File: src/rtl/coin_feeder_if.sv
// rtl/coin_feeder_if.sv - wallet/purchase/vending-machine link of coin_feeder.
// master drives wallet, purchase and machine indications; slave is the feeder.
interface coin_feeder_if;
   logic       load;
   logic [3:0] load_nickles;
   logic [3:0] load_dimes;
   logic       start;
   logic       product;
   logic       change;
   logic       nickle;
   logic       dime;
   logic       busy;
   logic       done;
   logic       vended;
   logic       fault;
   logic [3:0] nickles_left;
   logic [3:0] dimes_left;
   logic [7:0] change_total;

   modport master (
      output load, load_nickles, load_dimes, start, product, change,
      input  nickle, dime, busy, done, vended, fault,
             nickles_left, dimes_left, change_total
   );

   modport slave (
      input  load, load_nickles, load_dimes, start, product, change,
      output nickle, dime, busy, done, vended, fault,
             nickles_left, dimes_left, change_total
   );
endinterface

File: src/rtl/coin_feeder.sv
// rtl/coin_feeder.sv - pays an item price from a nickel/dime wallet, one coin pulse at a time.
// Optional WAIT timeout enabled by defining COIN_FEEDER_TIMEOUT_EN.
module coin_feeder #(
   parameter int PRICE_N  = 3,
   parameter int COIN_GAP = 1,
   parameter int TIMEOUT  = 8
) (
   input logic          clk,
   input logic          reset,
   coin_feeder_if.slave bus
);

   if (PRICE_N < 1 || PRICE_N > 7 || COIN_GAP < 0 || COIN_GAP > 15 ||
       TIMEOUT < 1 || TIMEOUT > 255) begin : g_bad_param
      $error("coin_feeder: parameter out of legal range");
   end

   typedef enum logic [2:0] {
      S_IDLE,
      S_CHECK,
      S_COIN,
      S_GAP,
      S_WAIT,
      S_DONE
   } state_t;

   localparam logic [2:0] PRICE    = 3'(PRICE_N);
   localparam logic [5:0] PRICE_W  = 6'(PRICE_N);
   localparam logic [3:0] GAP_LOAD = 4'((COIN_GAP > 0) ? COIN_GAP - 1 : 0);

   state_t     state_q, state_d;
   logic [2:0] owed_q, owed_d;
   logic [3:0] nickles_q, nickles_d;
   logic [3:0] dimes_q, dimes_d;
   logic       nickle_q, nickle_d;
   logic       dime_q, dime_d;
   logic       busy_q, busy_d;
   logic       done_q, done_d;
   logic       vended_q, vended_d;
   logic       fault_q, fault_d;
   logic [7:0] change_total_q, change_total_d;
   logic [3:0] gap_q, gap_d;
   logic       first_q, first_d;
   logic [5:0] funds;

`ifdef COIN_FEEDER_TIMEOUT_EN
   localparam logic [7:0] WAIT_LAST = 8'(TIMEOUT - 1);
   logic [7:0] wait_cnt_q, wait_cnt_d;
`endif

   // Wallet value in nickels: a dime counts as two.
   assign funds = {1'b0, dimes_q, 1'b0} + {2'b00, nickles_q};

   always_comb begin
      state_d        = state_q;
      owed_d         = owed_q;
      nickles_d      = nickles_q;
      dimes_d        = dimes_q;
      nickle_d       = 1'b0;
      dime_d         = 1'b0;
      done_d         = 1'b0;
      vended_d       = vended_q;
      fault_d        = fault_q;
      change_total_d = change_total_q;
      gap_d          = gap_q;
      first_d        = first_q;
`ifdef COIN_FEEDER_TIMEOUT_EN
      wait_cnt_d     = wait_cnt_q;
`endif

      case (state_q)
         S_IDLE: begin
            if (bus.load) begin
               nickles_d = bus.load_nickles;
               dimes_d   = bus.load_dimes;
            end else if (bus.start) begin
               owed_d   = PRICE;
               vended_d = 1'b0;
               fault_d  = 1'b0;
               first_d  = 1'b1;
               state_d  = S_CHECK;
            end
         end

         S_CHECK: begin
            first_d = 1'b0;
            if (first_q && (funds < PRICE_W)) begin
               fault_d = 1'b1;
               done_d  = 1'b1;
               state_d = S_DONE;
            end else if (owed_q == 3'd0) begin
`ifdef COIN_FEEDER_TIMEOUT_EN
               wait_cnt_d = 8'd0;
`endif
               state_d = S_WAIT;
            end else if ((owed_q >= 3'd2) && (dimes_q != 4'd0)) begin
               dime_d  = 1'b1;
               dimes_d = dimes_q - 4'd1;
               owed_d  = owed_q - 3'd2;
               state_d = S_COIN;
            end else if (nickles_q != 4'd0) begin
               nickle_d  = 1'b1;
               nickles_d = nickles_q - 4'd1;
               owed_d    = owed_q - 3'd1;
               state_d   = S_COIN;
            end else begin
               // Only a dime is left for the last nickel owed: overpay.
               dime_d  = 1'b1;
               dimes_d = (dimes_q != 4'd0) ? dimes_q - 4'd1 : 4'd0;
               owed_d  = (owed_q >= 3'd2) ? owed_q - 3'd2 : 3'd0;
               state_d = S_COIN;
            end
         end

         S_COIN: begin
            if (COIN_GAP == 0) begin
               state_d = S_CHECK;
            end else begin
               gap_d   = GAP_LOAD;
               state_d = S_GAP;
            end
         end

         S_GAP: begin
            if (gap_q == 4'd0) begin
               state_d = S_CHECK;
            end else begin
               gap_d = gap_q - 4'd1;
            end
         end

         S_WAIT: begin
            if (bus.change) begin
               if (change_total_q != 8'hFF) change_total_d = change_total_q + 8'd1;
               if (nickles_q != 4'hF) nickles_d = nickles_q + 4'd1;
            end
            if (bus.product) begin
               vended_d = 1'b1;
               done_d   = 1'b1;
               state_d  = S_DONE;
            end
`ifdef COIN_FEEDER_TIMEOUT_EN
            else if (wait_cnt_q == WAIT_LAST) begin
               fault_d = 1'b1;
               done_d  = 1'b1;
               state_d = S_DONE;
            end else begin
               wait_cnt_d = wait_cnt_q + 8'd1;
            end
`endif
         end

         S_DONE: begin
            state_d = S_IDLE;
         end

         default: begin
            state_d = S_IDLE;
         end
      endcase

      busy_d = (state_d != S_IDLE);
   end

   always_ff @(posedge clk) begin
      if (reset) begin
         state_q        <= S_IDLE;
         owed_q         <= 3'd0;
         nickles_q      <= 4'd0;
         dimes_q        <= 4'd0;
         nickle_q       <= 1'b0;
         dime_q         <= 1'b0;
         busy_q         <= 1'b0;
         done_q         <= 1'b0;
         vended_q       <= 1'b0;
         fault_q        <= 1'b0;
         change_total_q <= 8'd0;
         gap_q          <= 4'd0;
         first_q        <= 1'b0;
`ifdef COIN_FEEDER_TIMEOUT_EN
         wait_cnt_q     <= 8'd0;
`endif
      end else begin
         state_q        <= state_d;
         owed_q         <= owed_d;
         nickles_q      <= nickles_d;
         dimes_q        <= dimes_d;
         nickle_q       <= nickle_d;
         dime_q         <= dime_d;
         busy_q         <= busy_d;
         done_q         <= done_d;
         vended_q       <= vended_d;
         fault_q        <= fault_d;
         change_total_q <= change_total_d;
         gap_q          <= gap_d;
         first_q        <= first_d;
`ifdef COIN_FEEDER_TIMEOUT_EN
         wait_cnt_q     <= wait_cnt_d;
`endif
      end
   end

   assign bus.nickle       = nickle_q;
   assign bus.dime         = dime_q;
   assign bus.busy         = busy_q;
   assign bus.done         = done_q;
   assign bus.vended       = vended_q;
   assign bus.fault        = fault_q;
   assign bus.nickles_left = nickles_q;
   assign bus.dimes_left   = dimes_q;
   assign bus.change_total = change_total_q;

endmodule

File: src/flat_wrapper.sv
// flat-port wrapper written by rule: the top's interface ports become plain ports
module coin_feeder_flat 
#(
   parameter int PRICE_N  = 3,
   parameter int COIN_GAP = 1,
   parameter int TIMEOUT  = 8
)
  (clk, reset, bus_load, bus_load_nickles, bus_load_dimes, bus_start, bus_product, bus_change, bus_nickle, bus_dime, bus_busy, bus_done, bus_vended, bus_fault, bus_nickles_left, bus_dimes_left, bus_change_total);
  coin_feeder_if bus_i ();
  input logic clk;
  input logic reset;
  input wire logic [$bits(bus_i.load)-1:0] bus_load;
  input wire logic [$bits(bus_i.load_nickles)-1:0] bus_load_nickles;
  input wire logic [$bits(bus_i.load_dimes)-1:0] bus_load_dimes;
  input wire logic [$bits(bus_i.start)-1:0] bus_start;
  input wire logic [$bits(bus_i.product)-1:0] bus_product;
  input wire logic [$bits(bus_i.change)-1:0] bus_change;
  output wire logic [$bits(bus_i.nickle)-1:0] bus_nickle;
  output wire logic [$bits(bus_i.dime)-1:0] bus_dime;
  output wire logic [$bits(bus_i.busy)-1:0] bus_busy;
  output wire logic [$bits(bus_i.done)-1:0] bus_done;
  output wire logic [$bits(bus_i.vended)-1:0] bus_vended;
  output wire logic [$bits(bus_i.fault)-1:0] bus_fault;
  output wire logic [$bits(bus_i.nickles_left)-1:0] bus_nickles_left;
  output wire logic [$bits(bus_i.dimes_left)-1:0] bus_dimes_left;
  output wire logic [$bits(bus_i.change_total)-1:0] bus_change_total;
  assign bus_i.load = bus_load;
  assign bus_i.load_nickles = bus_load_nickles;
  assign bus_i.load_dimes = bus_load_dimes;
  assign bus_i.start = bus_start;
  assign bus_i.product = bus_product;
  assign bus_i.change = bus_change;
  assign bus_nickle = bus_i.nickle;
  assign bus_dime = bus_i.dime;
  assign bus_busy = bus_i.busy;
  assign bus_done = bus_i.done;
  assign bus_vended = bus_i.vended;
  assign bus_fault = bus_i.fault;
  assign bus_nickles_left = bus_i.nickles_left;
  assign bus_dimes_left = bus_i.dimes_left;
  assign bus_change_total = bus_i.change_total;
  coin_feeder #(.PRICE_N(PRICE_N), .COIN_GAP(COIN_GAP), .TIMEOUT(TIMEOUT)) u_core (.clk(clk), .reset(reset), .bus(bus_i));
endmodule
File: config.mk
export PLATFORM = sky130hd
export DESIGN_NAME = coin_feeder_flat
export DESIGN_NICKNAME = d
export VERILOG_FILES = /design/src/rtl/coin_feeder_if.sv /design/src/rtl/coin_feeder.sv /design/src/flat_wrapper.sv
export SDC_FILE = /design/constraint.sdc
export NUM_CORES = 1
export LEC_CHECK = 0
export CORE_MARGIN = 4
export CORE_UTILIZATION = 53
export CTS_CLUSTER_SIZE = 28
export DETAILED_ROUTE_END_ITERATION = 10
export MAX_ROUTING_LAYER = met4
export PLACE_DENSITY = 0.82
export SYNTH_ARGS = -nofsm -noshare
export SYNTH_HDL_FRONTEND = slang
export SYNTH_SLANG_ARGS = --single-unit
File: constraint.sdc
create_clock -name clk -period 2.58 [get_ports clk]
set_input_delay 0.387 -clock clk [delete_from_list [all_inputs] [get_ports clk]]
set_output_delay 0.387 -clock clk [all_outputs]
set_load 0.02 [all_outputs]
==> Word level (Yosys, flattened, before mapping) <==
Index checks and enable logic that the tools add are counted.
{ "classes": {"n_addsub": 8, "order_cmp": 2, "eq_ne": 19, "n_mux": 47, "bitwise": 1, "n_reduce_logical": 22} }
{ "op_table": {"columns": ["operator", "count"], "rows": [
  ["2-to-1 mux 4 bit", 14],
  ["2-to-1 mux 3 bit", 13],
  ["inequality test 2 bit (second input constant)", 9],
  ["case mux 4 bit (2 select lines)", 2],
  ["case mux 3 bit (5 select lines)", 1],
  ["case mux 4 bit (3 select lines)", 1],
  ["subtractor 4 x 1 -> 4 bit (second input constant)", 3],
  ["2-to-1 mux 1 bit", 11],
  ["AND reduction 5 bit", 2],
  ["adder 8 x 1 -> 8 bit (second input constant)", 1],
  ["inequality test 8 bit (second input constant)", 1],
  ["case mux 1 bit (2 select lines)", 4],
  ["AND reduction 4 bit", 2],
  ["AND reduction 8 bit", 1],
  ["nonzero test 4 bit", 2],
  ["adder 5 x 4 -> 6 bit", 1],
  ["equality test 3 x 2 -> 1 bit (second input constant)", 2],
  ["zero test 3 bit", 2],
  ["< comparator 6 x 2 -> 1 bit (second input constant)", 1],
  ["inequality test 2 x 1 -> 1 bit (second input constant)", 3],
  ["case mux 3 bit (2 select lines)", 1],
  ["AND reduction 3 bit", 2],
  ["nonzero test 2 bit", 3],
  ["nonzero test 3 bit", 2],
  ["other kinds (14)", 15]
]} }
{ "word_totals": {"register_bits": 33, "inputBits": 14} }

==> Logic depth before layout (Yosys ltp) <==
{ "logic_depth": {"ltp_word": 7, "depth_mapped": 9, "mapped_depth_nobuf": 8} }

==> Least setup slack after synthesis <==
OpenSTA, ideal clock, no wires.
{ "synth_timing": {"path_type": "flip-flop to flip-flop", "from": "register u_core.nickles_q[1] (netlist: u_core.bus.nickles_left[1])", "to": "register u_core.nickles_q[0] (netlist: u_core.bus.nickles_left[0])", "setup_time_ns": 0.088, "t_arrival_ns": 2.185, "slack_ns": 0.307, "stages_incl_launch_ff": 9, "path_buffers": 0, "cell_sequence": "dfxtp_1 > ha_1 > inv_1 > fa_1 > a211o_1 > a31oi_4 > a21oi_2 > and2_4 > a311oi_2"} }
{ "synth_between": {"elab_chain_cells": 5, "word_cells_on_any_way": 9, "classes_between": "add/sub: 1; order compare: 1; eq/ne: 4; reduce/logical: 3"} }
{ "synth_lines": {"columns": ["item", "line", "rtl"], "rows": [
  ["from (decl)", "coin_feeder.sv:33", "logic [3:0] nickles_q, nickles_d;"],
  ["from (signal assigned)", "coin_feeder.sv:186", "nickles_q <= nickles_d;"],
  ["adder 5 x 4 -> 6 bit", "coin_feeder.sv:52", "assign funds = {1'b0, dimes_q, 1'b0} + {2'b00, nickles_q};"],
  ["< comparator 6 x 2 -> 1 bit", "coin_feeder.sv:87", "if (first_q && (funds < PRICE_W)) begin"],
  ["logical AND 1 bit", "coin_feeder.sv:87", null],
  ["inequality test 2 bit (no line)", null, null],
  ["AND reduction 8 bit (no line) *", null, null]
]} }
Every way passes the cells marked *; elsewhere a longest branch is shown, timed or not.
A chain may end at the register's enable or synchronous reset.

==> Final worst setup path <==
{ "layout_timing": {"from": "register u_core.nickles_q[1] (netlist: u_core.bus.nickles_left[1])", "to": "register u_core.state_q[1]"} }
{ "layout_between": {"elab_chain_cells": 5} }
{ "layout_lines": {"columns": ["item", "line", "rtl"], "rows": [
  ["adder 5 x 4 -> 6 bit", "coin_feeder.sv:52", null],
  ["< comparator 6 x 2 -> 1 bit", "coin_feeder.sv:87", null],
  ["logical AND 1 bit", "coin_feeder.sv:87", null],
  ["2-to-1 mux 3 bit", "coin_feeder.sv:87", null],
  ["case mux 3 bit (5 select lines)", "coin_feeder.sv:71", "case (state_q)"],
  ["to (signal assigned)", "coin_feeder.sv:184", "state_q <= state_d;"],
  ["to (decl)", "coin_feeder.sv:31", "state_t state_q, state_d;"]
]} }
Every way passes these cells.

==> reports/qor.yml <==
start_util: 0.553
p_sw_mw: 0.668
crit_required_ps: 2730
grt_pass1_vias: 1699
comb_power_share: 0.426
swShare: 0.381
placed_cells_incl_taps: 308
cpPeakStageDelay_ps: 460
ant_nets: 0
nets: 297
postCtsSetupBuffers: 0
gp_congestion: 0.840
grt_util_all_layers: 0.200
worst_pin_slew_ps: 526
hold_viol: 0
fp.dieW_um: 70.0
route.vias.total: 1781
crit_slowest_cell: "dfxtp_1"
setup_tns_ps: 0
antenna_found_initial: 0
antenna_cells: 0
synth_fp_nets: 259
critPathKind: "flop to flop"
ys_seq_area_frac: 0.324
power_mw: 1.75
maxSlewViolCount: 0
htreeDepth: 2
critPathTopFamily: "compound AO/OA/AOI/OAI gates"
ir_worst_vdd_mv: 0.403
synthArstFlopShare: 0
dp_hpwl_um: 3410
netlist_instances: 229
dr.first_iter.drc_count: 156
setup_viol_count_final: 0
vias_per_cell: 5.64
clk_pin_slew_ps: 60
internal_power_mw: 1.08
wl_um: 4610
worst_clock_skew_ps: 4.57
rsz0062_at_grt: "no"
clkPwrFrac: 0.212
finalCritPeriodShare: 0.922
num_rows: 22
grt_overflow_total: 0
drc: 0
status: "completed"
ys_ff_latch: 33
die_y_um: 70.0
grt_max_degree: 34
final_core_util: 0.681
critPathArrivalTime_ps: 2530
path_cells: "ha_1 -> inv_1 -> fa_1 -> a211o_1 -> a211oi_1 -> nand3b_1 -> a21o_1 -> a221oi_1"
fin_cells: 316
ys.flop_type: "dfxtp_1"
yosysWarnings: 0
ioPinCount: 36
dieArea_sq_um: 4900
ctsRootBufferMaster: "clkbuf_8"
drv_cap: 0
slew_headroom: 0.647
cts.sinks: 33
routedWlPerCell_um: 14.6
layout_min_cycle_time_ps: 2380
cts_buffer_depth: 2
numCtsBuffers: 5
worstPathMaxFanout: 7
p_per_area_nw_per_um2: 697
avgSynthCellArea_sq_um: 8.90
cts_tree: "built"
portBuffers: 35
area_growth_pct: 23.3
p_leak_nw: 0.876
drive_gt1_frac: 0.104
clk_latency_ps: 280
cp-end-kind: "flop"
pwr-share-seq: 0.362
first_pass_iters: 4
max_freq_mhz: 421
synthDistinctLibCells: 56
fillers: 311
grt_pass1_wl_um: 7820
synth_area_sq_um: 2040
path_buf_inv: 1
core_sq_um: 3690
hold_path_class: "flop to flop"
cp-start-kind: "flop"
synth_edf_count: 0
whs_ps: 453
## synthesized netlist by cell type, types with 2 or more instances
library cell | number | area, sq um
o21ai_0 | 7 | 35.0
o211ai_1 | 2 | 15.0
a2111oi_0 | 2 | 17.5
ha_1 | 14 | 175
nand2b_1 | 3 | 18.8
fa_1 | 2 | 40.0
nand3_1 | 4 | 20.0
nor3b_1 | 2 | 15.0
buf_4 | 2 | 15.0
a21oi_1 | 20 | 100
xnor2_1 | 7 | 61.3
clkbuf_1 | 3 | 11.3
o2111ai_1 | 3 | 26.3
nand4bb_1 | 2 | 22.5
a211o_2 | 2 | 20.0
xor2_1 | 4 | 35.0
dfxtp_1 | 33 | 661
and4_1 | 2 | 17.5
a21o_1 | 3 | 22.5
a21o_2 | 4 | 35.0
nor2_1 | 20 | 75.1
a311oi_1 | 3 | 26.3
a211oi_1 | 7 | 52.6
nor3_1 | 12 | 60.1
mux2i_1 | 3 | 30.0
inv_1 | 11 | 41.3
nand3b_1 | 3 | 22.5
buf_6 | 3 | 33.8
nand2_1 | 16 | 60.1
or2_2 | 2 | 12.5
a221oi_1 | 2 | 17.5
nor2b_1 | 2 | 12.5
## worst min-delay path, cell delays in order (launching register included)
cell,delay (ps)
dfxtp_1,310
nand2_1,50
a21oi_1,50
## power by group through the flow
stage	Sequential (mW)	Clock [mW]	Combinational, mW
after CTS	0.633	0.379	0.738
final	0.634	0.371	0.747
after floorplan	0.669	0	0.497
after global routing	0.646	0.396	0.815
after detailed placement	0.645	0	0.732
after global placement	0.643	0	0.721
## sequential cells by signal, indices dropped and copies added, names as in the netlist
name / count
u_core.bus.dimes_left: 4
u_core.bus.nickle: 1
u_core.bus.busy: 1
u_core.bus.change_total: 8
u_core.owed_q: 3
u_core.bus.done: 1
u_core.bus.fault: 1
u_core.gap_q: 4
u_core.first_q: 1
u_core.bus.dime: 1
u_core.bus.vended: 1
u_core.state_q: 3
u_core.bus.nickles_left: 4
## path summary, 6_finish.rpt
path | from | end | slack (ps) | cells after the start
worst min-delay path | u_core.bus.fault$_SDFFE_PP0P_ | u_core.bus.fault$_SDFFE_PP0P_ | 450 | 2
worst max-delay path | u_core.bus.nickles_left[1]$_SDFFE_PP0P_ | u_core.state_q[1]$_SDFF_PP0_ | 200 | 8
worst max register to register | u_core.bus.nickles_left[1]$_SDFFE_PP0P_ | u_core.state_q[1]$_SDFF_PP0_ | 200 | 8
worst min register to register | u_core.bus.fault$_SDFFE_PP0P_ | u_core.bus.fault$_SDFFE_PP0P_ | 450 | 2
## stage by stage
step	setup WS [ps]	cell area (sq um)
floorplan	307	2040
global placement	277	2420
detailed placement	198	2420
CTS	188	2500
global route	64.7	2510
finish	203	2510
## area by class of cell
cell class                 instances  area [sq um]  area share
multi-input combinational        175          1270       0.507
sequential                        33           661       0.263
timing repair buffer              41           395       0.157
clock buffer                       8          80.1      0.0319
tap                               48          60.1      0.0239
inverter                          11          41.3      0.0164
## per-layer routing
layer / part of all wire / GRT usage / wire length (um) / vias to the layer above
met3: 0.032 / 0.0388 / 148 / 7
met4: 0.013 / 0.0574 / 61 / 0
li1: - / - / - / 916
met5: 0 / - / 0 / -
met2: 0.46 / 0.316 / 2120 / 43
met1: 0.50 / 0.261 / 2280 / 815
## repair_timing
| action | in CTS | in global routing |
|---|---|---|
| gates resized for setup | 0 | 1 |
| setup endpoints to repair | 0 | 1 |
| endpoints found under the hold margin | 0 | 0 |
| hold buffers | 0 | 0 |
## logic make-up (layout without fill, tap and decap cells)
logic type / after synthesis / in the layout / share of synthesized area
flops: 33 / 33 / 0.324
compound gates: 70 / 70 / 0.257
simple gates: 75 / 75 / 0.198
mux: 3 / 3 / 0.0147
fa+ha+maj: 16 / 16 / 0.106
buf+inv: 21 / 60 / 0.0540
xor+xnor: 11 / 11 / 0.0473
## cell usage in the layout, fill, tap and decap left out, types with 2 or more instances in the layout
cell type / synthesis / layout
a21o_2: 4 / 4
a2111oi_0: 2 / 2
nand3b_1: 3 / 3
xor2_1: 4 / 4
a21o_1: 3 / 3
o21ai_0: 7 / 7
mux2i_1: 3 / 3
a21oi_1: 20 / 20
o2111ai_1: 3 / 3
fa_1: 2 / 2
nor3b_1: 2 / 2
o211ai_1: 2 / 2
a211oi_1: 7 / 7
or2_2: 2 / 2
nor2b_1: 2 / 2
clkdlybuf4s50_1: 0 / 35
a311oi_1: 3 / 3
buf_4: 2 / 6
and4_1: 2 / 2
nand3_1: 4 / 4
nand2_1: 16 / 16
clkbuf_8: 0 / 5
ha_1: 14 / 14
nor3_1: 12 / 12
xnor2_1: 7 / 7
nor2_1: 20 / 20
a221oi_1: 2 / 2
inv_1: 11 / 11
dfxtp_1: 33 / 33
nand4bb_1: 2 / 2
a211o_2: 2 / 2
nand2b_1: 3 / 3
clkbuf_1: 3 / 3
(Power assumes the default switching activity.)
